**src/rtl/img_in_loader.sv**
```systemverilog
// -----------------------------------------------------------------------------
// img_in_loader
//
// Upstream feeder for the bilinear DSA top. It accepts a framed image on a
// byte stream (valid/ready), parses a 4-byte header (0xA5, W, H, S), and
// writes W*H pixels row-major into the mem_in write port. Once the frame is
// complete and both the core and the mem_out clear logic are idle, it issues
// a one-cycle start pulse.
//
// Optional build macro:
//   IMG_LOADER_CHKSUM_EN - a 1-byte XOR trailer follows the pixels. The XOR
//                          covers every header and pixel byte, magic included.
//                          A mismatch goes to ERR with err_size set, and no
//                          start is issued.
//
// Parameters:
//   AW - mem_in address width (maximum frame is 2**AW pixels)
//   DW - pixel width in bits
//
// Ports:
//   clk_50        system clock
//   rst_n         asynchronous active-low reset
//   s_valid       input byte valid
//   s_data        input byte
//   s_ready       loader accepts a byte this cycle (registered)
//   clear_active  mem_out clear in progress
//   core_busy     core is processing
//   mem_we        mem_in write enable (registered)
//   mem_waddr     mem_in write address (registered)
//   mem_wdata     mem_in write data (registered)
//   in_w / in_h   input dimensions to the core
//   scale_q       scale factor, Q0.8
//   start_pulse   one-cycle start to the core
//   busy          frame load in progress (state is not IDLE and not ERR)
//   err_size      sticky header error flag
// -----------------------------------------------------------------------------
module img_in_loader #(
    parameter int AW = 12,
    parameter int DW = 8
) (
    input  logic          clk_50,
    input  logic          rst_n,
    input  logic          s_valid,
    input  logic [7:0]    s_data,
    output logic          s_ready,
    input  logic          clear_active,
    input  logic          core_busy,
    output logic          mem_we,
    output logic [AW-1:0] mem_waddr,
    output logic [DW-1:0] mem_wdata,
    output logic [7:0]    in_w,
    output logic [7:0]    in_h,
    output logic [7:0]    scale_q,
    output logic          start_pulse,
    output logic          busy,
    output logic          err_size
);

    localparam logic [7:0]  MAGIC   = 8'hA5;
    // 17 bits so that a 16-bit product can be compared against 2**AW
    // without truncation.
    localparam logic [16:0] MAX_PIX = 17'(1) << AW;

`ifdef IMG_LOADER_CHKSUM_EN
    typedef enum logic [3:0] {
        IDLE, HDR_W, HDR_H, HDR_S, PIX, CHK, WAIT, START, ERR
    } state_t;
`else
    typedef enum logic [3:0] {
        IDLE, HDR_W, HDR_H, HDR_S, PIX, WAIT, START, ERR
    } state_t;
`endif

    state_t        state_q, state_d;
    logic          s_ready_q, s_ready_d;
    logic [7:0]    w_sh_q, w_sh_d;
    logic [7:0]    h_sh_q, h_sh_d;
    logic [7:0]    in_w_q, in_w_d;
    logic [7:0]    in_h_q, in_h_d;
    logic [7:0]    scale_reg_q, scale_reg_d;
    logic [AW:0]   pix_cnt_q, pix_cnt_d;
    logic [AW:0]   pix_last_q, pix_last_d;
    logic          mem_we_q, mem_we_d;
    logic [AW-1:0] mem_waddr_q, mem_waddr_d;
    logic [DW-1:0] mem_wdata_q, mem_wdata_d;
    logic          err_q, err_d;
    logic          start_q;
    logic [7:0]    chk_q, chk_d;

    logic          hs;
    logic [15:0]   area;
    logic          hdr_bad;

    assign hs   = s_valid & s_ready_q;
    // W and H are already in the shadows when S arrives.
    assign area = 16'(w_sh_q) * 16'(h_sh_q);
    assign hdr_bad = (w_sh_q < 8'd2) || (h_sh_q < 8'd2) || (s_data == 8'd0) ||
                     ({1'b0, area} > MAX_PIX);

    always_comb begin
        state_d     = state_q;
        w_sh_d      = w_sh_q;
        h_sh_d      = h_sh_q;
        in_w_d      = in_w_q;
        in_h_d      = in_h_q;
        scale_reg_d = scale_reg_q;
        pix_cnt_d   = pix_cnt_q;
        pix_last_d  = pix_last_q;
        mem_we_d    = 1'b0;
        mem_waddr_d = mem_waddr_q;
        mem_wdata_d = mem_wdata_q;
        err_d       = err_q;
        chk_d       = chk_q;
        s_ready_d   = 1'b0;

        case (state_q)
            IDLE, ERR: begin
                if (hs && s_data == MAGIC) begin
                    state_d = HDR_W;
                    chk_d   = MAGIC;
                end
            end
            HDR_W: begin
                if (hs) begin
                    w_sh_d  = s_data;
                    chk_d   = chk_q ^ s_data;
                    state_d = HDR_H;
                end
            end
            HDR_H: begin
                if (hs) begin
                    h_sh_d  = s_data;
                    chk_d   = chk_q ^ s_data;
                    state_d = HDR_S;
                end
            end
            HDR_S: begin
                if (hs) begin
                    chk_d = chk_q ^ s_data;
                    if (hdr_bad) begin
                        state_d = ERR;
                        err_d   = 1'b1;
                    end else begin
                        state_d     = PIX;
                        in_w_d      = w_sh_q;
                        in_h_d      = h_sh_q;
                        scale_reg_d = s_data;
                        err_d       = 1'b0;
                        pix_cnt_d   = '0;
                        // area >= 4 here, so area-1 never underflows.
                        pix_last_d  = (AW+1)'(area - 16'd1);
                    end
                end
            end
            PIX: begin
                if (hs) begin
                    mem_we_d    = 1'b1;
                    mem_waddr_d = pix_cnt_q[AW-1:0];
                    mem_wdata_d = DW'(s_data);
                    chk_d       = chk_q ^ s_data;
                    pix_cnt_d   = pix_cnt_q + 1'b1;
                    if (pix_cnt_q == pix_last_q) begin
`ifdef IMG_LOADER_CHKSUM_EN
                        state_d = CHK;
`else
                        state_d = WAIT;
`endif
                    end
                end
            end
`ifdef IMG_LOADER_CHKSUM_EN
            CHK: begin
                if (hs) begin
                    if (s_data == chk_q) begin
                        state_d = WAIT;
                    end else begin
                        state_d = ERR;
                        err_d   = 1'b1;
                    end
                end
            end
`endif
            WAIT: begin
                if (!clear_active && !core_busy) begin
                    state_d = START;
                end
            end
            START: begin
                state_d = IDLE;
            end
            default: begin
                state_d = IDLE;
            end
        endcase

        // Ready is registered against the state we are about to enter, so
        // it is valid for the whole of that state's first cycle.
        case (state_d)
            IDLE:                     s_ready_d = !core_busy;
            HDR_W, HDR_H, HDR_S, PIX: s_ready_d = 1'b1;
`ifdef IMG_LOADER_CHKSUM_EN
            CHK:                      s_ready_d = 1'b1;
`endif
            ERR:                      s_ready_d = 1'b1;
            default:                  s_ready_d = 1'b0;
        endcase
    end

    always_ff @(posedge clk_50 or negedge rst_n) begin
        if (!rst_n) begin
            state_q     <= IDLE;
            s_ready_q   <= 1'b0;
            w_sh_q      <= '0;
            h_sh_q      <= '0;
            in_w_q      <= '0;
            in_h_q      <= '0;
            scale_reg_q <= 8'h80;
            pix_cnt_q   <= '0;
            pix_last_q  <= '0;
            mem_we_q    <= 1'b0;
            mem_waddr_q <= '0;
            mem_wdata_q <= '0;
            err_q       <= 1'b0;
            start_q     <= 1'b0;
            chk_q       <= '0;
        end else begin
            state_q     <= state_d;
            s_ready_q   <= s_ready_d;
            w_sh_q      <= w_sh_d;
            h_sh_q      <= h_sh_d;
            in_w_q      <= in_w_d;
            in_h_q      <= in_h_d;
            scale_reg_q <= scale_reg_d;
            pix_cnt_q   <= pix_cnt_d;
            pix_last_q  <= pix_last_d;
            mem_we_q    <= mem_we_d;
            mem_waddr_q <= mem_waddr_d;
            mem_wdata_q <= mem_wdata_d;
            err_q       <= err_d;
            // Pulse is registered off the START state: write, WAIT, START,
            // then the pulse.
            start_q     <= (state_q == START);
            chk_q       <= chk_d;
        end
    end

    assign s_ready     = s_ready_q;
    assign mem_we      = mem_we_q;
    assign mem_waddr   = mem_waddr_q;
    assign mem_wdata   = mem_wdata_q;
    assign in_w        = in_w_q;
    assign in_h        = in_h_q;
    assign scale_q     = scale_reg_q;
    assign start_pulse = start_q;
    assign busy        = (state_q != IDLE) && (state_q != ERR);
    assign err_size    = err_q;

endmodule

```
**config.mk**
```make
export PLATFORM = sky130hd
export DESIGN_NAME = img_in_loader
export DESIGN_NICKNAME = d
export VERILOG_FILES = /design/src/rtl/img_in_loader.sv
export SDC_FILE = /design/constraint.sdc
export NUM_CORES = 1
export LEC_CHECK = 0
export ABC_AREA = 1
export CORE_AREA = 2 2 151 153
export CTS_CLUSTER_SIZE = 25
export DETAILED_ROUTE_END_ITERATION = 10
export DIE_AREA = 0 0 153 155
export PLACE_DENSITY = 0.5
export SYNTH_ARGS = -nofsm -noshare
export SYNTH_HDL_FRONTEND = slang
export SYNTH_SLANG_ARGS = --single-unit
export TNS_END_PERCENT = 100
```
**constraint.sdc**
```tcl
create_clock -name clk_50 -period 14.4 [get_ports clk_50]
set_clock_uncertainty 0.1 [all_clocks]
set_input_delay 3.6 -clock clk_50 [delete_from_list [all_inputs] [get_ports clk_50]]
set_output_delay 3.6 -clock clk_50 [all_outputs]
set_load 0.005 [all_outputs]
```
==> results.toml, run 1 <==
[floorplan]
boundaryPins = 62
fp.dieH_microns = 155
initial_core_util_pct = 30.5
fp.dieW_microns = 153
row_count = 55
coreArea_sq_um = 22200
dieArea_sq_um = 23700

[route]
wl_per_cell_microns = 14.1
first_iter_violations = 274
detail-route-antenna-nets = 0
drt_wl_total_microns = 17000
drc = 0
vias_per_cell = 4.49
first_pass_iters = 4
vias = 5439

[final_layout]
drive_above_1_share_pct = 5.83
final_cell_mix = "nand2_1 (272), inv_1 (167), dfrtp_1 (93)"
area_growth_pct = 15.8
antenna_cells = 0
fin_nets = 1008
final_common_cell = "nand2_1"
fin_area_sq_um = 7860
fin_util_pct = 35.3

[timing]
rsz0062_at_grt = "false"
slew_headroom_pct = 44.3
fin_setup_tns_ns = 0
finalHoldViolCount = 0
drv_slew = 0
finalCritPeriodShare_pct = 42.7
clock.fmax_ghz = 0.163
min_period_ns = 6.15
setup_violations = 0
tightest_slew_ns = 0.835

[global_route]
grt_pass1_wl_microns = 27900
track_usage_pct = 14.7
grt_max_degree = 66
overflow = 0
antenna_found_initial = 0
grt_pass1_vias = 5198

[place]
gp_congestion = 0.810
placed_area_sq_um = 7570
numPortBuffers = 61
place_hpwl_microns = 13000

[job]
maxCapViolCount = 0

[clock_tree]
postCtsSetupBuffers = 0
clockBufferDepth = 2
cts_root_buf = "clkbuf_16"
cts_tree = "done"
cts_hold_buf = 0
post_cts_resized = 0
numCtsBuffers = 9
htreeDepth = 3
cts.clk_slew.worst_paths_ns = 0.06
cts_num_sinks = 94
clock_latency_ns = 0.34

[critical_path]
worstPathRequired_ns = 14.52
arrival_ns = 6.27
cp-start-kind = "primary input"
crit_fanout = 59
end_kind = "register"
critical_path_class = "in -> reg"

[logic_synthesis]
synth_edf_count = 0
synth_cells = 881
ys_ff_latch = 94
synth_top_family_by_area = "simple AND/OR/NAND/NOR gates"
ys_seq_area_share_pct = 34.7
synthMuxAreaShare_pct = 0
ys.flop_type = "dfrtp_1"
synth_cell_types = 45
avgSynthCellArea_sq_um = 7.70
async_reset_ff_share_pct = 100
synth_compound_area_share_pct = 8.22
ys_warn_count = 0
syn_nets = 968
synthAdderAreaFrac_pct = 17.6
syn-cell-area_sq_um = 6790
synthSimpleGateAreaFrac_pct = 25.2
synth_xor_area_share_pct = 2.06

[pwr]
power_mw = 0.570
pwr_density_cell_nw_per_um2 = 72.5
p_leak_nw = 4.40
vdd_drop_max_mv = 0.0544

[min_path]
hp-class = "reg -> reg"

[outcome]
status = "finished clean"
-- logic make-up after synthesis --
| logic type | Yosys count |
|---|---|
| AO/OA/AOI/OAI | 96 |
| XOR/XNOR | 16 |
| adder cells (fa/ha/maj) | 74 |
| buffers and inverters | 203 |
| flip-flops | 94 |
| other | 1 |
| AND/OR/NAND/NOR | 397 |
-- power breakdown --
group | leakage (nW) | internal (mW) | switching [mW]
clock | 0.137 | 0.134 | 0.0976
sequential | 1.25 | 0.272 | 0.0133
combinational | 3.02 | 0.0215 | 0.0306
-- final timing paths --
check                                        from  cells after the start  slack [ns]                    endpoint
setup reg to reg            h_sh_q[7]$_DFFE_PN0P_                     21        8.43  pix_last_q[11]$_DFFE_PN0P_
hold / removal             scale_q[2]$_DFFE_PN0P_                      2        0.38      scale_q[2]$_DFFE_PN0P_
setup / recovery                        s_data[3]                     15        8.25  pix_last_q[11]$_DFFE_PN0P_
max in group asynchronous                   rst_n                      2        9.93       w_sh_q[4]$_DFFE_PN0P_
hold reg to reg            scale_q[2]$_DFFE_PN0P_                      2        0.38      scale_q[2]$_DFFE_PN0P_
min in group asynchronous                   rst_n                      1        3.09   pix_last_q[8]$_DFFE_PN0P_
-- routing by layer --
metal  track usage (%)  routed length [microns]  vias up
met5                 0                        0        -
met4              1.90                      111        0
met3              2.45                      593       11
met2              25.1                     8220       87
met1              20.3                     8090     2562
li1                  -                        -     2779
-- metrics by stage --
stage | cells | hold WS, ns | setup WS [ns]
6_report | 1211 | 0.381 | 8.25
3_3_place_gp | 1195 | 0.368 | 7.94
5_1_grt | 1211 | 0.413 | 7.96
4_1_cts | 1211 | 0.386 | 8.23
3_5_place_dp | 1195 | 0.372 | 7.89
2_1_floorplan | 881 | 0.367 | 9.41
-- critical path, cell delays in order --
cell and delay [ns]:
clkdlybuf4s50_1 0.40, inv_1 0.18, nand2_1 0.13, nor3_1 0.16, nand2_1 0.08, nand2_1 0.06, nor2_1 0.04, nand2_1 0.07
inv_1 0.05, nand2_2 0.08, nor3_4 0.06, nand2_4 0.51, inv_1 0.51, o21ai_0 0.28, inv_1 0.06
-- registers in the layout, indices dropped and copies added, names as in the netlist --
name,count
err_size,1
h_sh_q,8
in_h,8
in_w,8
mem_waddr,12
mem_wdata,8
mem_we,1
pix_cnt_q,13
pix_last_q,13
s_ready,1
scale_q,8
start_pulse,1
state_q,4
w_sh_q,8
-- cell type report --
cell class                 count  area, sq um
tap                          285          357
clock inverter                 4         47.5
clock buffer                  12          236
fill                        2347        14400
sequential                    94         2350
inverter                     170          638
multi-input combinational    584         3610
timing repair buffer          62          616
-- cells in the mapped netlist (4+ instances only) --
cell type	number	area (sq um)
a21oi_1	9	45.0
nand2_1	272	1020
nor3_1	13	65.1
buf_6	5	56.3
nor2_1	39	146
nor4_1	6	37.5
nand4_1	10	62.6
nand2_2	12	75.1
xor2_1	6	52.6
fa_1	36	721
o21ai_0	57	285
o21ai_1	4	20.0
ha_1	38	475
nand3_1	27	135
dfrtp_1	93	2330
xnor2_1	10	87.6
nand3_2	5	50.1
clkbuf_1	16	60.1
buf_2	8	40.0
inv_1	167	627
o21ai_2	6	52.6
(Power assumes the default switching activity.)
==> run 2: changes to the inputs <==
--- a/config.mk
+++ b/config.mk
@@ -10,7 +10,7 @@
 export CTS_CLUSTER_SIZE = 25
 export DETAILED_ROUTE_END_ITERATION = 10
 export DIE_AREA = 0 0 153 155
-export PLACE_DENSITY = 0.5
+export PLACE_DENSITY = 0.52
 export SYNTH_ARGS = -nofsm -noshare
 export SYNTH_HDL_FRONTEND = slang
 export SYNTH_SLANG_ARGS = --single-unit
==> constraint.sdc (replaced) <==
create_clock -name clk_50 -period 5 [get_ports clk_50]
set_clock_uncertainty 0.1 [all_clocks]
set_input_delay 1.25 -clock clk_50 [delete_from_list [all_inputs] [get_ports clk_50]]
set_output_delay 1.25 -clock clk_50 [all_outputs]
set_load 0.005 [all_outputs]
==> run 2 against run 1 <==
Effect of this change:
- flip-flop and latch count did not move
- routed wire length is 7.6% higher
- sequential share of layout area is 2.3 points lower
- critical path type is now reg -> reg
==> results.toml, run 2 (synthesis gave the netlist of run 1 again) <==
[global_route]
grt_max_degree = 78
overflow = 0
grt_pass1_vias = 5749
grt_pass1_wl_microns = 29200
track_usage_pct = 15.2
antenna_found_initial = 0

[timing]
setup_ws_ns = 0.182
setup_violations = 0
fin_setup_tns_ns = 0
finalHoldViolCount = 0
clock.fmax_ghz = 0.208
drv_slew = 0
tightest_slew_ns = 1.01
slew_headroom_pct = 32.8
finalCritPeriodShare_pct = 96.4
hold_ws_ns = 0.380
min_period_ns = 4.82

[route]
vias_per_cell = 4.56
drt_wl_total_microns = 18300
detail-route-antenna-nets = 0
vias = 5740
drc = 0
first_iter_violations = 339
wl_per_cell_microns = 14.6
first_pass_iters = 6

[clock_tree]
cts_hold_buf = 0
cts.clk_slew.worst_paths_ns = 0.07
clock_latency_ns = 0.34
cts_root_buf = "clkbuf_16"
numCtsBuffers = 9
cts_num_sinks = 94
clockBufferDepth = 2
htreeDepth = 3
cts_tree = "done"

[place]
dp.cells = 1225
place_ws_ns = 0.0476
numPortBuffers = 61
place_hpwl_microns = 13600
gp_congestion = 0.831

[floorplan]
fp.dieW_microns = 153
initial_core_util_pct = 30.5
row_count = 55
boundaryPins = 62
fp.dieH_microns = 155
coreArea_sq_um = 22200
dieArea_sq_um = 23700

[critical_path]
startpoint = "h_sh_q[2]$_DFFE_PN0P_"
end_kind = "register"
worstPathRequired_ns = 5.16
endpoint = "scale_q[6]$_DFFE_PN0P_"
cp-start-kind = "register"
arrival_ns = 4.98
reg2reg_slack_ns = 0.18
crit_path_max_incr_delay_ns = 0.52
r2r_cells = 22
critical_path_class = "reg -> reg"
slowest_stage = "fa_1"
path_cells = "nand2_1 -> inv_1 -> fa_1 -> fa_1 -> fa_1 -> inv_1 -> fa_1 -> inv_1 -> ha_4 -> nand2_1 -> inv_1 -> a21oi_2 -> nand2_2 -> nand2_2 -> nand2_1 -> nand2_2 -> nand3_4 -> nor3_4 -> buf_12 -> nand2_8 -> clkbuf_16 -> o21ai_0"
reg2reg_to = "scale_q[6]$_DFFE_PN0P_"
reg2reg_from = "h_sh_q[2]$_DFFE_PN0P_"
crit_fanout = 16

[min_path]
hp-class = "reg -> reg"
min-delay-start = "mem_waddr[5]$_DFFE_PN0P_"

[final_layout]
final_common_cell = "nand2_1"
nFillCells = 2304
area_growth_pct = 25.9
fin_nets = 1055
drive_above_1_share_pct = 14.7
antenna_cells = 0
final_cell_count_no_fill = 1258
final_cell_mix = "nand2_1 (256), inv_1 (166), dfrtp_1 (86)"

[job]
maxCapViolCount = 0

[pwr]
p_leak_nw = 4.70
pwr_density_cell_nw_per_um2 = 195
vdd_drop_max_mv = 0.166
power_mw = 1.67

[outcome]
status = "finished clean"
-- run 2: cell count changes in the layout (fill, tap and decap cells not counted), sizes merged --
| cell | change |
|---|---|
| nand2 | +3 |
| bufinv | -1 |
| clkbuf | +5 |
| buf | +41 |
| clkinvlp | -1 |
-- run 2: worst min-delay path by stage --
stage,end,slack [ns],depth (start not counted)
floorplan,pix_last_q[9]$_DFFE_PN0P_,0.37,2
global placement,scale_q[4]$_DFFE_PN0P_,0.36,2
detailed placement,in_h[5]$_DFFE_PN0P_,0.36,2
CTS,scale_q[4]$_DFFE_PN0P_,0.39,2
global route,in_h[3]$_DFFE_PN0P_,0.40,2
finish,mem_waddr[5]$_DFFE_PN0P_,0.38,2
-- run 2: final cells by class --
class / instances / area (sq um) / area share (%)
well taps: 285 / 357 / 4.17
clock inverters: 2 / 17.5 / 0.205
flip-flops and latches: 94 / 2360 / 27.7
clock buffers: 14 / 274 / 3.21
inverters: 170 / 643 / 7.53
repair buffers: 106 / 1050 / 12.3
multi-input cells: 587 / 3840 / 44.9
-- run 2: worst max-delay path, delay by kind of cell (launching register included) --
family	cells	cell delay [ns]
AO/OA/AOI/OAI	2	0.31
adder cells (fa/ha/maj)	5	2.29
buffers and inverters	6	0.59
flip-flops	1	0.49
AND/OR/NAND/NOR	9	0.92
-- run 2: power breakdown --
group          internal (mW)  leakage [nW]  switching [mW]
clock network          0.381         0.143           0.293
logic                 0.0769          3.33           0.108
registers              0.785          1.23          0.0258
-- run 2: through the flow --
stage | utilization [%] | area (sq um)
6_report | 38.4 | 8540
5_1_grt | 38.4 | 8540
4_1_cts | 36.4 | 8090
3_5_place_dp | 35.1 | 7800
3_3_place_gp | 35.1 | 7800
2_1_floorplan | - | 6790
-- run 2: timing repair --
action                                  CTS  global route
endpoints found under the setup margin    0            54
setup buffers                             0            11
gates resized for setup                   0            60
-- run 2: routing by layer --
metal | vias up | routed length [microns] | GRT usage, %
li1 | 2885 | - | -
met1 | 2734 | 8610 | 20.3
met2 | 106 | 8750 | 25.9
met3 | 15 | 673 | 2.34
met4 | 0 | 284 | 3.75
met5 | - | 0 | 0
